## config.mk

```make
export PLATFORM = sky130hd
export DESIGN_NAME = serial_sort_node
export DESIGN_NICKNAME = d
export VERILOG_FILES = /design/src/rtl/serial_sort_node.sv
export SDC_FILE = /design/constraint.sdc
export NUM_CORES = 1
export LEC_CHECK = 0
export BUFFER_PORTS_ARGS = -buffer_cell sky130_fd_sc_hd__buf_2
export CAP_MARGIN = 20
export CORE_UTILIZATION = 30
export DETAILED_ROUTE_END_ITERATION = 16
export HOLD_SLACK_MARGIN = 0.1
export SLEW_MARGIN = 20
export SYNTH_ARGS = -nofsm -noshare
export SYNTH_HDL_FRONTEND = slang
export SYNTH_SLANG_ARGS = --single-unit
```

## constraint.sdc

```tcl
create_clock -name t_clk -period 2 [get_ports t_clk]
set_input_delay 0.2 -clock t_clk [delete_from_list [all_inputs] [get_ports t_clk]]
set_output_delay 0.2 -clock t_clk [all_outputs]
set_load 0.05 [all_outputs]
```

## src/rtl/serial_sort_node.sv

```systemverilog
`default_nettype none
// ============================================================================
// Module   : serial_sort_node
// Brief    : Serial-in/serial-out N x W-bit sorting node with an LFSR frame
//            generator for first-layer operation.
// Revision : 1.0 - initial release
// ============================================================================
module serial_sort_node #(
    parameter int          W       = 4,
    parameter int          N       = 8,
    parameter int          DESCEND = 0,
    parameter logic [15:0] SEED    = 16'hACE1
) (
    input  logic t_clk,
    input  logic rst_n,
    input  logic f_layer,
    input  logic data_in,
    input  logic data_in_vld,
    output logic data_out,
    output logic data_out_vld,
    output logic sort_finish
);

    localparam int                 c_bits      = N * W;
    localparam int                 c_cnt_w     = $clog2(c_bits + 1);
    localparam logic [c_cnt_w-1:0] c_one       = c_cnt_w'(1);
    localparam logic [c_cnt_w-1:0] c_bit_last  = c_cnt_w'(c_bits - 1);
    localparam logic [c_cnt_w-1:0] c_elem_last = c_cnt_w'(N - 1);

    typedef enum logic [2:0] {
        S_IDLE = 3'd0,
        S_GEN  = 3'd1,
        S_LOAD = 3'd2,
        S_SORT = 3'd3,
        S_SEND = 3'd4,
        S_DONE = 3'd5
    } state_t;

    state_t               r_state;
    state_t               w_state_next;
    logic [c_cnt_w-1:0]   r_cnt;
    logic [c_cnt_w-1:0]   w_cnt_inc;
    logic                 w_leave;
    logic [15:0]          r_lfsr;
    logic [15:0]          w_lfsr_next;
    // Element i lives at r_frame[(N-1-i)*W +: W], so the frame MSB is element 0's MSB.
    logic [c_bits-1:0]    r_frame;
    logic [c_bits-1:0]    w_frame_sorted;
    logic [W-1:0]         w_elem   [N];
    logic [W-1:0]         w_sorted [N];
    logic                 r_data_out;
    logic                 r_data_out_vld;
    logic                 r_sort_finish;

    assign w_cnt_inc   = r_cnt + c_one;
    assign w_leave     = (w_state_next != r_state);
    assign w_lfsr_next = {r_lfsr[0] ^ r_lfsr[2] ^ r_lfsr[3] ^ r_lfsr[5], r_lfsr[15:1]};

    always_ff @(posedge t_clk or negedge rst_n) begin
        if (!rst_n) begin
            r_state <= S_IDLE;
        end else begin
            r_state <= w_state_next;
        end
    end

    always_comb begin
        w_state_next = r_state;
        case (r_state)
            S_IDLE: begin
                if (f_layer) begin
                    w_state_next = S_GEN;
                end else if (data_in_vld) begin
                    w_state_next = S_LOAD;
                end
            end
            S_GEN:  if (r_cnt == c_elem_last) w_state_next = S_SORT;
            S_LOAD: if (data_in_vld && (r_cnt == c_bit_last)) w_state_next = S_SORT;
            S_SORT: if (r_cnt == c_elem_last) w_state_next = S_SEND;
            S_SEND: if (r_cnt == c_bit_last) w_state_next = S_DONE;
            S_DONE: w_state_next = S_IDLE;
            default: w_state_next = S_IDLE;
        endcase
    end

    // One odd-even transposition phase; the phase parity selects the pairing.
    always_comb begin
        for (int i = 0; i < N; i++) begin
            w_elem[i] = r_frame[(N-1-i)*W +: W];
        end
        w_sorted = w_elem;
        for (int i = 0; i < N - 1; i++) begin
            if (i[0] == r_cnt[0]) begin
                if ((DESCEND != 0) ? (w_elem[i] < w_elem[i+1]) : (w_elem[i] > w_elem[i+1])) begin
                    w_sorted[i]   = w_elem[i+1];
                    w_sorted[i+1] = w_elem[i];
                end
            end
        end
        w_frame_sorted = '0;
        for (int i = 0; i < N; i++) begin
            w_frame_sorted[(N-1-i)*W +: W] = w_sorted[i];
        end
    end

    always_ff @(posedge t_clk or negedge rst_n) begin
        if (!rst_n) begin
            r_cnt          <= '0;
            r_lfsr         <= SEED;
            r_frame        <= '0;
            r_data_out     <= 1'b0;
            r_data_out_vld <= 1'b0;
            r_sort_finish  <= 1'b0;
        end else begin
            r_data_out     <= 1'b0;
            r_data_out_vld <= 1'b0;
            r_sort_finish  <= 1'b0;
            case (r_state)
                S_IDLE: begin
                    r_cnt <= '0;
                    if (!f_layer && data_in_vld) begin
                        r_frame <= {r_frame[c_bits-2:0], data_in};
                        r_cnt   <= c_one;
                    end
                end
                S_GEN: begin
                    r_frame <= {r_frame[c_bits-W-1:0], r_lfsr[W-1:0]};
                    r_lfsr  <= w_lfsr_next;
                    r_cnt   <= w_leave ? '0 : w_cnt_inc;
                end
                S_LOAD: begin
                    if (data_in_vld) begin
                        r_frame <= {r_frame[c_bits-2:0], data_in};
                        r_cnt   <= w_leave ? '0 : w_cnt_inc;
                    end
                end
                S_SORT: begin
                    r_frame <= w_frame_sorted;
                    r_cnt   <= w_leave ? '0 : w_cnt_inc;
                end
                S_SEND: begin
                    r_data_out     <= r_frame[c_bits-1];
                    r_data_out_vld <= 1'b1;
                    r_frame        <= {r_frame[c_bits-2:0], 1'b0};
                    r_cnt          <= w_leave ? '0 : w_cnt_inc;
                end
                S_DONE: begin
                    r_sort_finish <= 1'b1;
                    r_cnt         <= '0;
                end
                default: r_cnt <= '0;
            endcase
        end
    end

    assign data_out     = r_data_out;
    assign data_out_vld = r_data_out_vld;
    assign sort_finish  = r_sort_finish;

endmodule
`default_nettype wire

```

## Word level (Yosys, flattened, before mapping)

Index checks and enable logic that the tools add are counted.

- Add/sub/neg operators: 1
- Order comparisons: 7
- Equal/unequal tests: 13
- Mux-type cells: 31
- Bitwise logic cells: 3
- Reduce and logical (&&, ||, !) cells: 9

Operators with widths:

| kind | count |
|---|---|
| 32-bit case mux with 5 select lines | 1 |
| 8-bit 2-to-1 mux | 14 |
| 32-bit 2-to-1 mux | 2 |
| 4-bit > comparator | 7 |
| 3-bit 2-to-1 mux | 6 |
| 6-bit case mux with 3 select lines | 1 |
| 3-bit case mux with 5 select lines | 1 |
| 6-bit 2-to-1 mux | 2 |
| 2-bit inequality test (second input constant) | 5 |
| 5-bit AND reduction | 2 |
| 6-bit by 1-bit adder with 6-bit output (second input constant) | 1 |
| 3-bit by 2-bit equality test with 1-bit output (second input constant) | 2 |
| 3-bit equality test (second input constant) | 2 |
| 6-bit by 3-bit equality test with 1-bit output (second input constant) | 1 |
| 6-bit by 5-bit equality test with 1-bit output (second input constant) | 1 |
| 5-bit nonzero test | 1 |
| 1-bit 2-to-1 mux | 4 |
| 3-bit by 1-bit equality test with 1-bit output (second input constant) | 1 |
| 3-bit logical NOT | 1 |
| 3-bit inequality test | 1 |
| 3-bit AND reduction | 1 |
| 3-bit OR reduction | 1 |
| 1-bit XOR | 3 |
| 1-bit logical AND | 2 |
| 1-bit logical NOT | 1 |

- Bits in registers: 60
- Input bits: 5
- Output and inout port bits: 3
- Word-level logic and storage cells: 73

## Depth between registers and ports, before layout

- Depth after elaboration: 16
- Depth in mapped cells: 8
- Mapped depth without buffers: 7

## Least setup slack after synthesis

Ideal clock, no wire load.

- Kind: reg-to-reg
- Start: reg r_frame[26]
- End: reg r_frame[29]
- Library setup time: 0.125 ns
- Data arrival time: 1.677 ns
- Data required time: 1.875 ns
- Path slack: 0.198 ns
- Stages on the path, launching flop included: 8
- Path buffers: 0
- Clock period less this slack: 1.802 ns
- Cell sequence: dfrtp_1 -> inv_1 -> ha_1 -> o21ai_0 -> a21oi_1 -> o21ai_2 -> a21oi_4 -> mux2_4

- Word-level cells in the longest chain between the ends: 3

RTL lines:

| what | RTL line | source |
|---|---|---|
| start, declared | 47 | `logic [c_bits-1:0] r_frame;` |
| start signal, assigned | 122 | `r_frame <= {r_frame[c_bits-2:0], data_in};` |
| start signal, assigned | 127 | `r_frame <= {r_frame[c_bits-W-1:0], r_lfsr[W-1:0]};` |
| start signal, assigned | 133 | `r_frame <= {r_frame[c_bits-2:0], data_in};` |
| 4-bit > comparator | 94 | `if ((DESCEND != 0) ? (w_elem[i] < w_elem[i+1]) : (w_elem[i] > w_elem[i+1])) begin` |
| 2-bit inequality test (no line) | -- |  |
| 5-bit AND reduction (no line) | -- |  |

No other way between the ends.
A chain may end at the register's enable or synchronous reset.

## Final worst setup path

- Start: reg r_frame[6]
- End: reg r_frame[11]

- Word-level cells in the longest chain between the ends: 4

RTL lines:

| what | RTL line | source |
|---|---|---|
| 4-bit > comparator | 94 |  |
| 8-bit 2-to-1 mux | 94 |  |
| 8-bit 2-to-1 mux | 93 | `if (i[0] == r_cnt[0]) begin` |
| 32-bit case mux with 5 select lines | 118 | `case (r_state)` |

No other way between the ends.

==> flow_summary.toml <==
[floorplanning]
rows = 43
io_pins = 8
coreArea_um2 = 13900
die_h_um = 121
die_w_um = 121
die_area_um2 = 14700
initial_core_util_pct = 30.7

[worst_setup_path]
worstSetupStartpoint = "r_frame[6]$_DFFE_PN0P_"
path_depth = 8
cp.required_ns = 2.22
crit_type = "reg2reg"
cp_cell_sequence = "inv_1, ha_1, o21ai_0, a21oi_1, o211ai_2, buf_4, nand2_1, o221ai_1"
critical-path-top-delay-family = "compound AO/OA/AOI/OAI gates"
ff2ff_path_depth = 8
ff2ff_setup_slack_ns = 0.09
slowest_stage = "dfrtp_1"
r2r_start = "r_frame[6]$_DFFE_PN0P_"
reg2reg_to = "r_frame[11]$_DFFE_PN0P_"
crit_path_end_kind = "flop"
crit_path_max_incr_delay_ns = 0.43
crit_fanout = 6
cp_num_buf_inv = 2
critPathLaunchType = "flop"
setup.worst_path.end = "r_frame[11]$_DFFE_PN0P_"
critPathArrivalTime_ns = 2.13

[placed_design]
io_buffers = 7
hpwlAfterDp_um = 7230
dpl_cell_area_um2 = 4700
gp_congestion = 0.828

[detailed_routing]
post_drt_wl_per_cell_um = 15.5
routed_wl_um = 10200
vias = 3552
viasPerCell = 5.37
drt_iter0_markers = 198
ant_nets = 0
route.detailed.drc = 0
drt_pass1_iterations = 5

[timing]
setup_viol = 0
slew_violations = 0
period_share_pct = 95.3
min_period_ns = 1.91
hold_viol = 0
slew_headroom_pct = 73.9
worst_pin_slew_ns = 0.390
worst_hold_slack_ns = 0.244
fmaxAchievable_mhz = 525
finalClockSkew_ns = 0.00631

[synth]
yosysWarnings = 0
syn_area_per_cell_um2 = 9.67
seq_area_frac_synth_pct = 35.5
synth-seq-cells = 60
yosysTopAreaCellShare_pct = 30.6
synthArstFlopShare_pct = 100
yosys.area.top_type = "dfrtp_1"
synth_cells = 440
synth_cell_types = 58
synth_edf_count = 0
synth_area_leaders = "dfrtp_1, mux2i_1, ha_1"
synth_area_um2 = 4260
synth_nets = 474
ys.flop_type = "dfrtp_1"

[finish]
regArea_um2 = 1520
design_area_um2 = 5090
mostFrequentLayoutCells = "dfrtp_1, mux2i_1, buf_4, inv_1, nand2_1"
multi_input_comb_area_um2 = 2510
fillers = 1402
antenna-diode-count = 0
area_delta_synth_final_pct = 19.5
finalNetCount = 511
final_common_cell = "dfrtp_1"
final_layout_size_suffix_gt1_share_pct = 22.8

[clock_network]
clock-sinks = 60
clock_latency_ns = 0.32
ctsLongestPathBuffers = 2
cts-root-buf = "clkbuf_16"
cts_buffers = 9
clk_pin_slew_worst_paths_ns = 0.05
cts_tree = "done"
h-tree-depth = 3

[grt]
grt_max_degree = 61
grt_pass1_vias = 3454
track_usage_pct = 14.8
overflow = 0
grt_antenna_before_repair = 0
grt_pass1_wl_um = 17100

[power_and_ir_drop]
p_total_mw = 9.41
p_leak_nw = 2.36
powerDensity_nw_per_um2 = 1850
ir_drop_v = 0.000753

[job]
maxCapViolCount = 0

[hold_path]
hold_class = "in2reg"

[status]
status = "finished clean"
## timing repair
item,CTS,global route
buffers inserted,0,1
hold buffers,1,0
endpoints found under the hold margin,52,0
setup endpoints to repair,1,20
pin swaps,0,3
gates resized for setup,1,8
## worst min-delay path: cells and delay by family
kind	cells	cell delay, ns
AOI/OAI and AO/OA	2	0.20
buffers and inverters	1	0.12
## routing by layer
layer	track usage, %	vias up	wire [um]
met5	0	-	0
met3	2.87	8	444
met4	5.40	0	141
met1	19.3	1726	4710
li1	-	1720	-
met2	24.1	98	4940
## cell families (layout without fill, tap and decap cells)
logic type      Yosys count  count (layout)  share of synthesized area (%)
buf+inv                  56              98                           6.06
compound gates          124             124                           21.0
simple gates            101             101                           11.8
fa+ha+maj                29              29                           8.53
flops                    60              60                           35.5
mux                      63              63                           15.5
xor+xnor                  7               7                           1.62
## registers in the layout, summed over array words and instances, names as in the netlist
register	flops
r_state	3
sort_finish	1
data_out	1
r_cnt	6
r_lfsr	16
r_frame	32
data_out_vld	1
## how the worst min path moves through the flow
stage | slack (ns) | start | cells past startpoint | to
finish | 0.24 | f_layer | 3 | r_state[0]$_DFF_PN0_
global route | 0.26 | data_in | 3 | r_frame[0]$_DFFE_PN0P_
CTS | 0.23 | f_layer | 3 | r_state[0]$_DFF_PN0_
detailed placement | 0.24 | rst_n | 2 | r_lfsr[3]$_DFFE_PN0N_
global placement | 0.24 | rst_n | 2 | r_lfsr[4]$_DFFE_PN0N_
floorplan | -0.1 | rst_n | 0 | data_out$_DFF_PN0_
## power breakdown
| group | internal (mW) | total, mW | switching (mW) |
|---|---|---|---|
| combinational | 2.46 | 5.48 | 3.03 |
| sequential | 1.68 | 2.19 | 0.509 |
| clock | 1.19 | 1.74 | 0.544 |
## final cells by class
class                           count  share of cell area, %
Clock buffer                       13                   5.31
Clock inverter                      3                   1.33
Inverter                           35                   2.58
Multi-Input combinational cell    324                   49.4
Sequential cell                    60                   29.8
Tap cell                          180                   4.43
Timing Repair Buffer               47                   7.13
## synth_stat cells (all sizes together), types with 4 or more instances
cell type,number
a21oi,32
a22oi,6
buf,16
clkbuf,5
dfrtp,52
dfstp,8
ha,29
inv,35
mux2,17
mux2i,46
nand2,33
nand2b,9
nand3,17
nand4,5
nor2,23
o211ai,19
o21ai,12
o221ai,4
o22ai,13
o31ai,19
xnor2,4
## stage by stage
stage | TNS (ns) | setup WS (ns) | cells | util, %
after floorplan | 0 | 0.198 | 440 | -
after global placement | 0 | 0.0995 | 644 | 33.9
after detailed placement | -0.00743 | -0.00743 | 644 | 33.9
after CTS | 0 | 0.0172 | 661 | 36.4
after global routing | -0.0483 | -0.0231 | 662 | 36.6
final | 0 | 0.0950 | 662 | 36.6
Note: power is estimated with default switching activity, not from simulation.
